[src/rtl/mem_stage_ctrl.sv]
// MEM pipeline stage: turns the registered EX results into a data-memory access over a
// request/ready port and hands aligned results (or bubbles) to write-back.
module mem_stage_ctrl #(
    parameter int unsigned MAX_WAIT = 255
) (
    input  logic        clk,
    input  logic        reset,
    input  logic        mem_write_en_in,
    input  logic        mem_to_reg_in,
    input  logic        reg_write_in,
    input  logic [31:0] alu_result_in,
    input  logic [31:0] store_data_in,
    input  logic [4:0]  rd_num_in,
    input  logic        is_mem_inst_in,
    input  logic        is_word_in,
    input  logic        halted_in,
    output logic        stall,
    output logic        mem_req,
    output logic        mem_we,
    output logic [31:0] mem_addr,
    output logic [31:0] mem_wdata,
    output logic [3:0]  mem_byte_en,
    input  logic        mem_ready,
    input  logic [31:0] mem_rdata,
    output logic        wb_reg_write,
    output logic        wb_mem_to_reg,
    output logic [4:0]  wb_rd_num,
    output logic [31:0] wb_alu_result,
    output logic [31:0] wb_load_data,
    output logic        wb_halted,
    output logic        mem_error
);

    typedef enum logic [0:0] {StIdle, StAccess} state_e;

    // Counter value seen on the last ACCESS cycle before giving up.
    localparam logic [7:0] WaitLast = 8'(MAX_WAIT - 1);

    state_e      state_q, state_d;
    logic [7:0]  wait_q, wait_d;
    logic        err_q, err_d;
    logic        capture_en;

    logic        we_q, to_reg_q, reg_write_q, is_word_q, halted_q;
    logic [31:0] addr_q, sdata_q;
    logic [4:0]  rd_q;

    logic        wb_reg_write_q, wb_reg_write_d;
    logic        wb_mem_to_reg_q, wb_mem_to_reg_d;
    logic [4:0]  wb_rd_num_q, wb_rd_num_d;
    logic [31:0] wb_alu_result_q, wb_alu_result_d;
    logic [31:0] wb_load_data_q, wb_load_data_d;
    logic        wb_halted_q, wb_halted_d;

    logic        misaligned;
    logic [7:0]  lane_byte;
    logic [31:0] load_value;

    assign misaligned = is_word_in && (alu_result_in[1:0] != 2'b00);

    always_comb begin
        lane_byte = 8'h00;
        case (addr_q[1:0])
            2'd0:    lane_byte = mem_rdata[7:0];
            2'd1:    lane_byte = mem_rdata[15:8];
            2'd2:    lane_byte = mem_rdata[23:16];
            default: lane_byte = mem_rdata[31:24];
        endcase
    end

    always_comb begin
        load_value = 32'h0;
        if (!we_q) begin
            load_value = is_word_q ? mem_rdata : {{24{lane_byte[7]}}, lane_byte};
        end
    end

    always_comb begin
        state_d         = state_q;
        wait_d          = wait_q;
        err_d           = err_q;
        capture_en      = 1'b0;
        wb_reg_write_d  = 1'b0;
        wb_mem_to_reg_d = 1'b0;
        wb_rd_num_d     = 5'd0;
        wb_alu_result_d = 32'h0;
        wb_load_data_d  = 32'h0;
        wb_halted_d     = 1'b0;

        case (state_q)
            StIdle: begin
                if (!is_mem_inst_in) begin
                    wb_reg_write_d  = reg_write_in;
                    wb_mem_to_reg_d = mem_to_reg_in;
                    wb_rd_num_d     = rd_num_in;
                    wb_alu_result_d = alu_result_in;
                    wb_halted_d     = halted_in;
                end else if (misaligned) begin
                    err_d       = 1'b1;
                    wb_halted_d = 1'b1;
                end else begin
                    capture_en = 1'b1;
                    wait_d     = 8'd0;
                    state_d    = StAccess;
                end
            end
            StAccess: begin
                if (mem_ready) begin
                    wb_reg_write_d  = reg_write_q;
                    wb_mem_to_reg_d = to_reg_q;
                    wb_rd_num_d     = rd_q;
                    wb_alu_result_d = addr_q;
                    wb_load_data_d  = load_value;
                    wb_halted_d     = halted_q;
                    state_d         = StIdle;
                end else if (wait_q == WaitLast) begin
                    err_d       = 1'b1;
                    wb_halted_d = 1'b1;
                    state_d     = StIdle;
                end else begin
                    wait_d = wait_q + 8'd1;
                end
            end
            default: state_d = StIdle;
        endcase
    end

    always_ff @(posedge clk) begin
        if (reset) begin
            state_q         <= StIdle;
            wait_q          <= 8'd0;
            err_q           <= 1'b0;
            wb_reg_write_q  <= 1'b0;
            wb_mem_to_reg_q <= 1'b0;
            wb_rd_num_q     <= 5'd0;
            wb_alu_result_q <= 32'h0;
            wb_load_data_q  <= 32'h0;
            wb_halted_q     <= 1'b0;
        end else begin
            state_q         <= state_d;
            wait_q          <= wait_d;
            err_q           <= err_d;
            wb_reg_write_q  <= wb_reg_write_d;
            wb_mem_to_reg_q <= wb_mem_to_reg_d;
            wb_rd_num_q     <= wb_rd_num_d;
            wb_alu_result_q <= wb_alu_result_d;
            wb_load_data_q  <= wb_load_data_d;
            wb_halted_q     <= wb_halted_d;
        end
    end

    // Fields of the instruction in flight; frozen for the whole ACCESS phase.
    always_ff @(posedge clk) begin
        if (reset) begin
            we_q        <= 1'b0;
            to_reg_q    <= 1'b0;
            reg_write_q <= 1'b0;
            is_word_q   <= 1'b0;
            halted_q    <= 1'b0;
            addr_q      <= 32'h0;
            sdata_q     <= 32'h0;
            rd_q        <= 5'd0;
        end else if (capture_en) begin
            we_q        <= mem_write_en_in;
            to_reg_q    <= mem_to_reg_in;
            reg_write_q <= reg_write_in;
            is_word_q   <= is_word_in;
            halted_q    <= halted_in;
            addr_q      <= alu_result_in;
            sdata_q     <= store_data_in;
            rd_q        <= rd_num_in;
        end
    end

    always_comb begin
        mem_req     = 1'b0;
        mem_we      = 1'b0;
        mem_addr    = 32'h0;
        mem_wdata   = 32'h0;
        mem_byte_en = 4'b0000;
        if (state_q == StAccess) begin
            mem_req  = 1'b1;
            mem_we   = we_q;
            mem_addr = addr_q;
            if (is_word_q) begin
                mem_byte_en = 4'b1111;
                mem_wdata   = sdata_q;
            end else begin
                mem_byte_en = 4'b0001 << addr_q[1:0];
                mem_wdata   = {4{sdata_q[7:0]}};
            end
        end
    end

    assign stall         = (state_q == StAccess);
    assign mem_error     = err_q;
    assign wb_reg_write  = wb_reg_write_q;
    assign wb_mem_to_reg = wb_mem_to_reg_q;
    assign wb_rd_num     = wb_rd_num_q;
    assign wb_alu_result = wb_alu_result_q;
    assign wb_load_data  = wb_load_data_q;
    assign wb_halted     = wb_halted_q;

endmodule
[config.mk]
export PLATFORM = sky130hd
export DESIGN_NAME = mem_stage_ctrl
export DESIGN_NICKNAME = d
export VERILOG_FILES = /design/src/rtl/mem_stage_ctrl.sv
export SDC_FILE = /design/constraint.sdc
export NUM_CORES = 1
export LEC_CHECK = 0
export ABC_CLOCK_PERIOD_IN_PS = 2000
export BUFFER_PORTS_ARGS = -buffer_cell sky130_fd_sc_hd__buf_2
export CAP_MARGIN = 30
export CORE_ASPECT_RATIO = 1.75
export CORE_MARGIN = 10
export CORE_UTILIZATION = 48
export DETAILED_ROUTE_END_ITERATION = 7
export GPL_TIMING_DRIVEN = 0
export PLACE_DENSITY_LB_ADDON = 0.2
export SKIP_CTS_REPAIR_TIMING = 1
export SLEW_MARGIN = 20
export SYNTH_ARGS = -nofsm -noshare
export SYNTH_HDL_FRONTEND = slang
export SYNTH_SLANG_ARGS = --single-unit
[constraint.sdc]
create_clock -name clk -period 2 [get_ports clk]
set_clock_uncertainty 0.15 [all_clocks]
set_input_delay 0.4 -clock clk [delete_from_list [all_inputs] [get_ports clk]]
set_output_delay 0.4 -clock clk [all_outputs]
set_load 0.02 [all_outputs]
# Word level (Yosys, flattened, before mapping)
# Cells that the tools add are included.
# Widths: inputs -> output; s select.
[op_classes]
addsub = 1
n_mul = 0
div_mod_pow = 0
order_cmp = 0
n_eq_ne = 9
shift = 1
muxes = 42
bitwise_logic = 2
reduce_logical = 6
[op_table]
columns = ["operator", "n"]
rows = [
  ["$mux 32", 6],
  ["$pmux 32 s2", 1],
  ["$mux 8", 4],
  ["$pmux 8 s3", 1],
  ["$mux 1", 19],
  ["$pmux 8 s2", 1],
  ["$mux 5", 2],
  ["$ne 2x2->1 const B", 5],
  ["$pmux 1 s2", 5],
  ["$pmux 5 s2", 1],
  ["$add 8x1->8 const B", 1],
  ["$eq 8x8->1 const B", 1],
  ["$mux 4", 2],
  ["$reduce_and 4->1", 2],
  ["$reduce_or 4->1", 1],
  ["$shl 1x2->4 const A", 1],
  ["$eq 2x1->1 const B", 1],
  ["$eq 2x2->1 const B", 1],
  ["$logic_not 2->1", 1],
  ["$ne 2x1->1 const B", 1],
  ["$not 1->1", 2],
  ["$reduce_bool 2->1", 1],
  ["$logic_and 1x1->1", 1],
]
[word_totals]
ff_bits = 156
latch_bits = 0
mem_bits_rw = 0
rom_bits = 0
input_bits = 110
output_inout_bits = 144
elab_cells = 78
n_memories = 0

# Longest topological paths before layout
# Gate-level depths: netlist of run 1.
[logic_depth]
ltp_word = 5
mapped_depth = 8
mapped_depth_nobuf = 6

# Worst setup path after synthesis of run 1
# No wires, ideal clock.
[synth_timing]
kind = "flip-flop to output port"
startpoint = "reg state_q (netlist: stall)"
endpoint = "out mem_wdata[12]"
arrival_time_ns = 1.400
t_required_ns = 1.450
slack_ns = 0.050
path_stages_with_launch = 6
path_buffers = 3
cell_sequence = "dfxtp_1 -> buf_4 -> inv_1 -> buf_2 -> buf_1 -> a21oi_1"
[synth_between]
elab_chain_cells = 1
[synth_rtl]
columns = ["element", "line_no", "text"]
rows = [
  ["start, declared", "39", "state_e state_q, state_d;"],
  ["start signal, assigned", "130", "state_q <= StIdle;"],
  ["start signal, assigned", "140", "state_q <= state_d;"],
  ["$mux 32", "181", "if (state_q == StAccess) begin"],
  ["end, declared", "21", "output logic [31:0] mem_wdata,"],
]
# Every way passes these cells.

# Worst setup path after layout of run 1
[layout_timing]
startpoint = "reg state_q (netlist: stall)"
endpoint = "out mem_wdata[14]"
# Same word-level chain as after synthesis.

==> results of run 1 <==
## cell type report
type                    count  area, um^2  share of cell area, %
clock buffers              18         429                   4.73
well taps                 171         214                   2.36
repair buffers            265        1640                   18.0
multi-input cells         545        3000                   33.1
clock inverters            14         160                   1.77
diodes                      4        10.0                  0.110
inverters                   5        25.0                  0.276
plain buffers              64         465                   5.13
flip-flops and latches    156        3130                   34.5
## routing by layer
metal  routed length, um  vias up
met2               12100      326
li1                    -     3157
met1                7950     3120
met3                2430       71
met5                   0        -
met4                 999        0
## cell families after synthesis
family / synth area share (%)
and+or+nand+nor: 23.6
AOI/OAI and AO/OA: 19.0
DFF: 50.1
buffers and inverters: 5.66
muxes: 1.24
adders and majority gates: 0.401
## tightest hold or removal path: stages
cell and delay [ns]:
buf_2 0.10, nand2_1 0.04, a21oi_1 0.05
## metrics by stage
step / cells / TNS [ns] / worst slack (ns)
6_report: 1242 / -4.58 / -0.154
5_1_grt: 1241 / -7.75 / -0.205
4_1_cts: 1227 / -37.76 / -0.815
3_5_place_dp: 1195 / -9.61 / -0.359
3_3_place_gp: 1195 / -9.06 / -0.360
2_1_floorplan: 771 / 0 / 0.0499
## power by group
part	internal [uW]	switching, uW
Clock	1870	1390
Combinational	419	657
Sequential	3240	77.1
## layout by cell type, fill, tap and decap left out, drive strengths merged, types with 3 or more instances in the layout
cell	instances
clkinvlp	4
o21ai	8
diode	4
nor2	47
a311oi	4
dfxtp	156
buf	303
a31oi	7
nand3	5
mux4	3
nand2	223
a211oi	3
a22oi	39
inv	10
o221ai	5
and2	44
nand2b	6
clkbuf	44
a21oi	130
nand4b	3
clkinv	3
## path summary, 6_finish.rpt
kind / cells after the start / endpoint / startpoint / slack, ns
worst min register to register: 2 / sdata_q[18] / sdata_q[18] / 0.31
worst min-delay path: 3 / sdata_q[14] / store_data_in[14] / 0.06
worst max register to register: 7 / wb_alu_result[27] / stall / 0.14
worst max-delay path: 6 / mem_wdata[14] / stall / -0.15
==> results.py, run 1 <==
metrics = {
    "worst_setup_path": {
        "cp_max_fo": 10,
        "slowest_delay_ns": 0.36,
        "worstPathArrival_ns": 1.60,
        "path_cells": "buf_8 -> clkinvlp_4 -> buf_8 -> buf_12 -> a21oi_4 -> buf_6",
        "critPathTopFamily": "buffers and inverters",
        "cp_slowest_cell": "dfxtp_4",
        "critPathLaunchType": "register",
        "path_common_cell": "buf_8",
        "endpoint_kind": "output pin",
        "critPathRequiredTime_ns": 1.45,
        "path_class": "register to output pin",
        "path_buf_inv": 5,
    },
    "final_layout": {
        "fillers": 1050,
        "postLayoutCoreUtil_pct": 70.5,
        "drive_gt1_share_pct": 36.8,
        "synthToLayoutAreaGrowth_pct": 45.5,
        "stdcell_area_um2": 9070,
        "nets": 1166,
    },
    "routing": {
        "drt_wl_total_um": 23400,
        "via_per_inst": 5.37,
        "num_vias": 6674,
        "first_pass_iters": 5,
        "drc": 0,
        "post_drt_wl_per_cell_um": 18.9,
        "ant_nets": 0,
        "drtIter0Drc": 329,
    },
    "cts": {
        "htree_levels": 4,
        "clk_latency_ns": 0.42,
        "clockBufferDepth": 2,
        "cts_root_buf": "clkbuf_16",
        "cts_tree": "yes",
        "cts_buffers": 17,
        "clk_pin_slew_ns": 0.07,
        "clock_sinks": 156,
    },
    "grt": {
        "use_met3_pct": 9.76,
        "grt_antenna_before_repair": 4,
        "first_global_vias": 6586,
        "grt.total_usage_pct": 23.5,
        "grt_max_degree": 17,
        "met2_usage_pct": 42.6,
        "busiest_layer": "met2",
        "globalRouteOverflowTotal": 0,
        "grt_pass1_wl_um": 34200,
        "grt.met1_usage_pct": 22.7,
    },
    "sta": {
        "worst_slack_ns": -0.154,
        "period_needed_ns": 2.15,
        "slew_viol_final": 0,
        "rsz0062_at_grt": "yes",
        "setup_violations": 67,
        "hold_ws_ns": 0.0613,
        "post-route-period-util_pct": 108,
        "hold_violations": 0,
        "tightest_slew_ns": 0.561,
        "max_slew_margin_pct": 62.6,
        "max_freq_ghz": 0.464,
    },
    "floorplanning": {
        "ios": 254,
        "start_util_pct": 48.5,
        "die_w_um": 106,
        "row_count": 55,
        "die_height_um": 171,
        "core_area_um2": 12900,
        "die_area_um2": 18100,
    },
    "min_path": {
        "hold_path_class": "input pin to register",
    },
    "yosys": {
        "ys_async_sr_fraction_pct": 0,
        "ys_seq_area_share_pct": 50.1,
        "synth.distinct_cells": 41,
        "yosysTopAreaCell": "dfxtp_1",
        "synthCells": 771,
        "syn_avg_cell_area_um2": 8.09,
        "synth_top_area_share_pct": 50.1,
        "yosysMostFrequentCell": "nand2_1",
        "synth-edff-count": 0,
        "yosysWarnings": 0,
        "synth-main-ff-cell": "dfxtp_1",
        "syn_nets": 883,
        "ys_seq_elements": 156,
        "synth_area_leaders": "dfxtp_1, nand2_1, a21oi_1",
        "ys_top_cells_by_count": "nand2_1, dfxtp_1, a21oi_1, nor2_1, and2_1",
        "synth_area_um2": 6240,
    },
    "outcome": {
        "status": "finished with violations",
        "failed_checks": "setup timing",
    },
    "power_and_ir_drop": {
        "leakagePower_uw": 0.00394,
        "p_per_area_nw_per_um2": 844,
        "power_uw": 7650,
        "peakVddDrop_mv": 0.849,
    },
    "placed_design": {
        "portBuffers": 253,
        "dp_hpwl_um": 16900,
        "place.gp.congestion": 0.858,
        "placed_cell_area_um2": 7720,
    },
    "flow_run": {
        "cap_violations": 0,
    },
}
(Power assumes the default switching activity.)
==> inputs of run 2 (changes only) <==
--- a/config.mk
+++ b/config.mk
@@ -5,12 +5,13 @@
 export SDC_FILE = /design/constraint.sdc
 export NUM_CORES = 1
 export LEC_CHECK = 0
+export ABC_AREA = 1
 export ABC_CLOCK_PERIOD_IN_PS = 2000
 export BUFFER_PORTS_ARGS = -buffer_cell sky130_fd_sc_hd__buf_2
 export CAP_MARGIN = 30
 export CORE_ASPECT_RATIO = 1.75
 export CORE_MARGIN = 10
-export CORE_UTILIZATION = 48
+export CORE_UTILIZATION = 49
 export DETAILED_ROUTE_END_ITERATION = 7
 export GPL_TIMING_DRIVEN = 0
 export PLACE_DENSITY_LB_ADDON = 0.2
==> results.py, run 2 <==
metrics = {
    "final_layout": {
        "drive_gt1_share_pct": 36.6,
        "final_common_cell": "nand2_1",
        "stdcell_area_um2": 9420,
        "synthToLayoutAreaGrowth_pct": 44.5,
        "layout_common_cells": "nand2_1, buf_2, dfxtp_1",
        "fillers": 1079,
        "nets": 1306,
    },
    "sta": {
        "post-route-period-util_pct": 105,
        "setup_violations": 28,
        "max_freq_ghz": 0.476,
        "hold_violations": 0,
        "tightest_slew_ns": 0.523,
        "rsz0062_at_grt": "yes",
        "period_needed_ns": 2.10,
        "worst_slack_ns": -0.100,
        "max_slew_margin_pct": 65.2,
        "slew_viol_final": 0,
    },
    "grt": {
        "globalRouteOverflowTotal": 0,
        "grt_max_degree": 17,
        "grt_antenna_before_repair": 4,
        "grt.total_usage_pct": 23.6,
        "grt_pass1_wl_um": 35300,
        "first_global_vias": 7037,
    },
    "cts": {
        "clock_sinks": 156,
        "clk_latency_ns": 0.42,
        "clk_pin_slew_ns": 0.06,
        "clockBufferDepth": 2,
        "cts_buffers": 17,
        "cts_root_buf": "clkbuf_16",
        "htree_levels": 4,
        "cts_tree": "yes",
    },
    "yosys": {
        "ys_seq_area_share_pct": 47.9,
        "yosysTopAreaCell": "dfxtp_1",
        "synth_area_leaders": "dfxtp_1, nand2_1, a21oi_1",
        "syn_avg_cell_area_um2": 7.20,
        "ys_top_cells_by_count": "nand2_1, a21oi_1, dfxtp_1, inv_1, o21ai_0",
        "synth-main-ff-cell": "dfxtp_1",
        "synth_area_um2": 6520,
        "synth_top_area_share_pct": 47.9,
        "synth.distinct_cells": 26,
        "yosysMostFrequentCell": "nand2_1",
        "synth-edff-count": 0,
        "ys_async_sr_fraction_pct": 0,
        "yosysWarnings": 0,
        "synthCells": 906,
        "syn_nets": 1018,
        "ys_seq_elements": 156,
    },
    "worst_setup_path": {
        "critPathLaunchType": "register",
        "slowest_delay_ns": 0.35,
        "path_cells": "buf_8 -> inv_8 -> buf_12 -> buf_6 -> a21oi_1 -> buf_4",
        "r2r_cells": 6,
        "critPathRequiredTime_ns": 1.45,
        "path_class": "register to output pin",
        "worstPathArrival_ns": 1.55,
        "cp_max_fo": 10,
        "cp_slowest_cell": "dfxtp_2",
        "endpoint_kind": "output pin",
    },
    "routing": {
        "num_vias": 7112,
        "highest_layer": "met5",
        "ant_nets": 0,
        "drtIter0Drc": 314,
        "post_drt_wl_per_cell_um": 17.0,
        "wl_met2_um": 12700,
        "drt-met1-wl_um": 8140,
        "drc": 0,
        "via_per_inst": 5.15,
        "wl_met3_um": 2100,
        "drt_wl_total_um": 23500,
        "first_pass_iters": 7,
    },
    "floorplanning": {
        "die_area_um2": 18500,
        "ios": 254,
        "row_count": 55,
        "core_area_um2": 13000,
        "die_w_um": 107,
        "start_util_pct": 50.1,
        "die_height_um": 173,
    },
    "placed_design": {
        "placed_cell_area_um2": 8000,
        "dp_hpwl_um": 17500,
        "portBuffers": 252,
        "place.gp.congestion": 0.891,
    },
    "power_and_ir_drop": {
        "leakagePower_uw": 0.00447,
        "peakVddDrop_mv": 0.662,
        "p_per_area_nw_per_um2": 837,
        "power_uw": 7890,
    },
    "min_path": {
        "hold_path_class": "input pin to register",
        "whs_path_depth": 3,
    },
    "flow_run": {
        "cap_violations": 0,
    },
    "outcome": {
        "failed_checks": "setup timing",
        "status": "finished with violations",
    },
}
-- run 2: cell types whose count changed in the layout (fill, tap and decap cells not counted), moves of 26 or more --
cell / before / now
a21oi_1: 109 / 139
and2_1: 34 / 0
nor2_1: 46 / 17
inv_1: 3 / 96
a21oi_2: 11 / 37
a22oi_1: 39 / 0
inv_2: 0 / 35
o21ai_0: 6 / 90
-- run 2: layout make-up --
cell class / instances / area (um^2) / area share, %
diodes: 3 / 7.51 / 0.0797
plain buffers: 59 / 422 / 4.48
clock buffers: 18 / 429 / 4.56
clock inverters: 14 / 135 / 1.43
inverters: 135 / 520 / 5.52
multi-input cells: 556 / 2810 / 29.8
flip-flops and latches: 156 / 3130 / 33.2
well taps: 171 / 214 / 2.27
repair buffers: 269 / 1760 / 18.7
-- run 2: routing by layer --
layer / global-route usage (%) / vias to the layer above
met1: 23.2 / 3303
met4: 9.58 / 2
met2: 43.0 / 312
li1: - / 3450
met5: 0 / -
met3: 8.34 / 45
-- run 2: worst paths after layout --
check | startpoint | end | slack [ns]
worst max-delay path | stall | mem_wdata[14] | -0.10
worst min-delay path | rd_num_in[0] | wb_rd_num[0] | 0.08
worst max register to register | stall | wb_alu_result[9] | 0.24
worst min register to register | sdata_q[26] | sdata_q[26] | 0.30
-- run 2: worst max-delay path, delay by kind of cell (launching register included) --
| family | cells | cell delay (ns) |
|---|---|---|
| buffers and inverters | 5 | 0.66 |
| DFF | 1 | 0.35 |
| AOI/OAI and AO/OA | 1 | 0.12 |
-- run 2: per-stage QoR --
step / instances / worst slack [ns] / hold WS (ns) / util (%) / TNS (ns)
floorplan: 906 / 0.0220 / 0.274 / - / 0
global placement: 1329 / -0.211 / 0.282 / 61.5 / -3.82
detailed placement: 1329 / -0.183 / 0.286 / 61.5 / -3.75
CTS: 1361 / -0.639 / 0.0706 / 65.8 / -29.30
global route: 1381 / -0.160 / 0.0875 / 72.4 / -3.87
finish: 1381 / -0.100 / 0.0786 / 72.4 / -1.84
-- run 2: where the power goes --
part	switching, uW	internal, uW	total, uW
logic	839	529	1370
registers	105	3300	3400
clock network	1380	1740	3120
total	2320	5570	7890
-- run 2: cell families after synthesis --
logic type | after synthesis | share of synthesized area, %
AOI/OAI and AO/OA | 270 | 22.0
adders and majority gates | 2 | 0.384
buffers and inverters | 194 | 11.9
DFF | 156 | 47.9
and+or+nand+nor | 284 | 17.8
==> inputs of run 3 (changes only) <==
--- a/config.mk
+++ b/config.mk
@@ -5,13 +5,12 @@
 export SDC_FILE = /design/constraint.sdc
 export NUM_CORES = 1
 export LEC_CHECK = 0
-export ABC_AREA = 1
-export ABC_CLOCK_PERIOD_IN_PS = 2000
+export ABC_CLOCK_PERIOD_IN_PS = 1900
 export BUFFER_PORTS_ARGS = -buffer_cell sky130_fd_sc_hd__buf_2
 export CAP_MARGIN = 30
 export CORE_ASPECT_RATIO = 1.75
 export CORE_MARGIN = 10
-export CORE_UTILIZATION = 49
+export CORE_UTILIZATION = 44
 export DETAILED_ROUTE_END_ITERATION = 7
 export GPL_TIMING_DRIVEN = 0
 export PLACE_DENSITY_LB_ADDON = 0.2
==> constraint.sdc (replaced) <==
create_clock -name clk -period 1.9 [get_ports clk]
set_clock_uncertainty 0.15 [all_clocks]
set_input_delay 0.38 -clock clk [delete_from_list [all_inputs] [get_ports clk]]
set_output_delay 0.38 -clock clk [all_outputs]
set_load 0.02 [all_outputs]
==> results.py, run 3 (synthesized netlist as in run 1, its figures left out) <==
metrics = {
    "sta": {
        "tightest_slew_ns": 0.575,
        "worst_slack_ns": -0.208,
        "max_slew_margin_pct": 61.7,
        "rsz0062_at_grt": "yes",
        "hold_violations": 0,
        "slew_viol_final": 0,
        "post-route-period-util_pct": 111,
        "fin_setup_tns_ns": -7.47,
        "period_needed_ns": 2.11,
        "max_freq_ghz": 0.474,
        "setup_violations": 68,
    },
    "routing": {
        "ant_nets": 0,
        "num_vias": 6575,
        "via_per_inst": 5.21,
        "post_drt_wl_per_cell_um": 18.9,
        "drt_wl_total_um": 23800,
        "drc": 0,
        "drtIter0Drc": 344,
        "first_pass_iters": 5,
    },
    "floorplanning": {
        "die_height_um": 177,
        "die_w_um": 110,
        "ios": 254,
        "core_area_um2": 13900,
        "start_util_pct": 44.8,
        "die_area_um2": 19500,
        "row_count": 57,
    },
    "min_path": {
        "hold_path_class": "input pin to register",
        "hp-start": "alu_result_in[12]",
        "whs_path_depth": 3,
        "holdPathEnd": "addr_q[12]",
    },
    "worst_setup_path": {
        "r2r_cells": 6,
        "critPathRequiredTime_ns": 1.37,
        "critPathLaunchType": "register",
        "endpoint_kind": "output pin",
        "r2r-end": "wb_halted",
        "path_class": "register to output pin",
        "worstPathArrival_ns": 1.58,
        "r2r_start": "wait_q[0]",
        "rrSetupSlack_ns": 0.08,
        "cp_max_fo": 7,
    },
    "final_layout": {
        "seq_area_um2": 3140,
        "drive_gt1_share_pct": 42.1,
        "fillers": 1119,
        "stdcell_area_um2": 9670,
        "layout_common_cells": "nand2_1, buf_2, dfxtp_1",
        "final_common_cell": "nand2_1",
        "instances_no_fill": 1262,
        "synthToLayoutAreaGrowth_pct": 55.0,
        "nets": 1183,
        "multi_input_area_um2": 3130,
    },
    "grt": {
        "globalRouteOverflowTotal": 0,
        "first_global_vias": 6314,
        "grt_pass1_wl_um": 33000,
        "grt_max_degree": 17,
        "grt_antenna_before_repair": 2,
        "grt.total_usage_pct": 21.4,
    },
    "placed_design": {
        "dpl_worst_slack_ns": -0.345,
        "dp_hpwl_um": 16800,
        "dp_cells": 1201,
        "portBuffers": 253,
        "place.gp.congestion": 0.895,
        "placed_cell_area_um2": 7720,
    },
    "outcome": {
        "status": "finished with violations",
        "failed_checks": "setup timing",
    },
    "flow_run": {
        "cap_violations": 0,
    },
    "cts": {
        "cts_tree": "yes",
        "cts_buffers": 17,
        "clk_pin_slew_ns": 0.07,
        "clk_latency_ns": 0.42,
        "clock_sinks": 156,
        "cts_root_buf": "clkbuf_16",
        "htree_levels": 4,
        "clockBufferDepth": 2,
    },
    "power_and_ir_drop": {
        "p_per_area_nw_per_um2": 832,
        "power_uw": 8040,
        "peakVddDrop_mv": 0.596,
        "leakagePower_uw": 0.00418,
    },
}
## run 3: cell count changes in the layout (fill, tap and decap cells not counted), sizes merged, moves of 5 or more
cell | before | now
o21ai | 90 | 8
a31oi | 0 | 7
buf | 303 | 317
and2 | 0 | 44
nor2 | 26 | 47
nand2 | 229 | 223
o221ai | 0 | 5
inv | 139 | 10
nand3 | 24 | 5
a21oi | 176 | 130
a22oi | 0 | 39
nand2b | 0 | 6
## run 3: worst max-delay path by stage
stage	start	to	slack [ns]
after CTS	stall	mem_byte_en[0]	-0.80
after detailed placement	stall	mem_byte_en[0]	-0.34
after global routing	is_word_q	mem_wdata[27]	-0.25
final	is_word_q	mem_wdata[27]	-0.21
after global placement	stall	mem_byte_en[0]	-0.39
after floorplan	stall	mem_wdata[12]	-0.03
## run 3: critical path, stage by stage (launching register included)
cell     delay (ns)
dfxtp_4        0.37
inv_4          0.08
buf_12         0.13
buf_12         0.14
nand2_4        0.09
a21oi_2        0.17
buf_4          0.17
## run 3: routing by layer
metal,global-route usage (%),part of all wire (%),vias to the layer above
met5,0,0.029,-
met1,21.8,35,3091
met3,7.92,9.1,47
met2,39.2,54,242
met4,5.99,2.5,2
li1,-,-,3193
## run 3: metrics by stage
step                hold slack [ns]  utilization [%]
finish                       0.0456             69.5
detailed placement            0.297             55.5
global placement              0.292             55.5
global route                 0.0549             69.5
CTS                          0.0416             59.6
floorplan                     0.286                -
## run 3: area by class of cell
type / count / area share [%]
clock inverters: 14 / 1.42
inverters: 5 / 0.272
flip-flops and latches: 156 / 32.5
multi-input cells: 545 / 32.4
well taps: 177 / 2.29
repair buffers: 285 / 21.3
clock buffers: 18 / 4.44
diodes: 1 / 0.0259
plain buffers: 61 / 5.46
## run 3: where the power goes
group	internal (uW)	leakage [uW]	switching, uW
sequential	3410	0.00128	84.6
combinational	539	0.00263	727
clock	1830	0.000271	1440
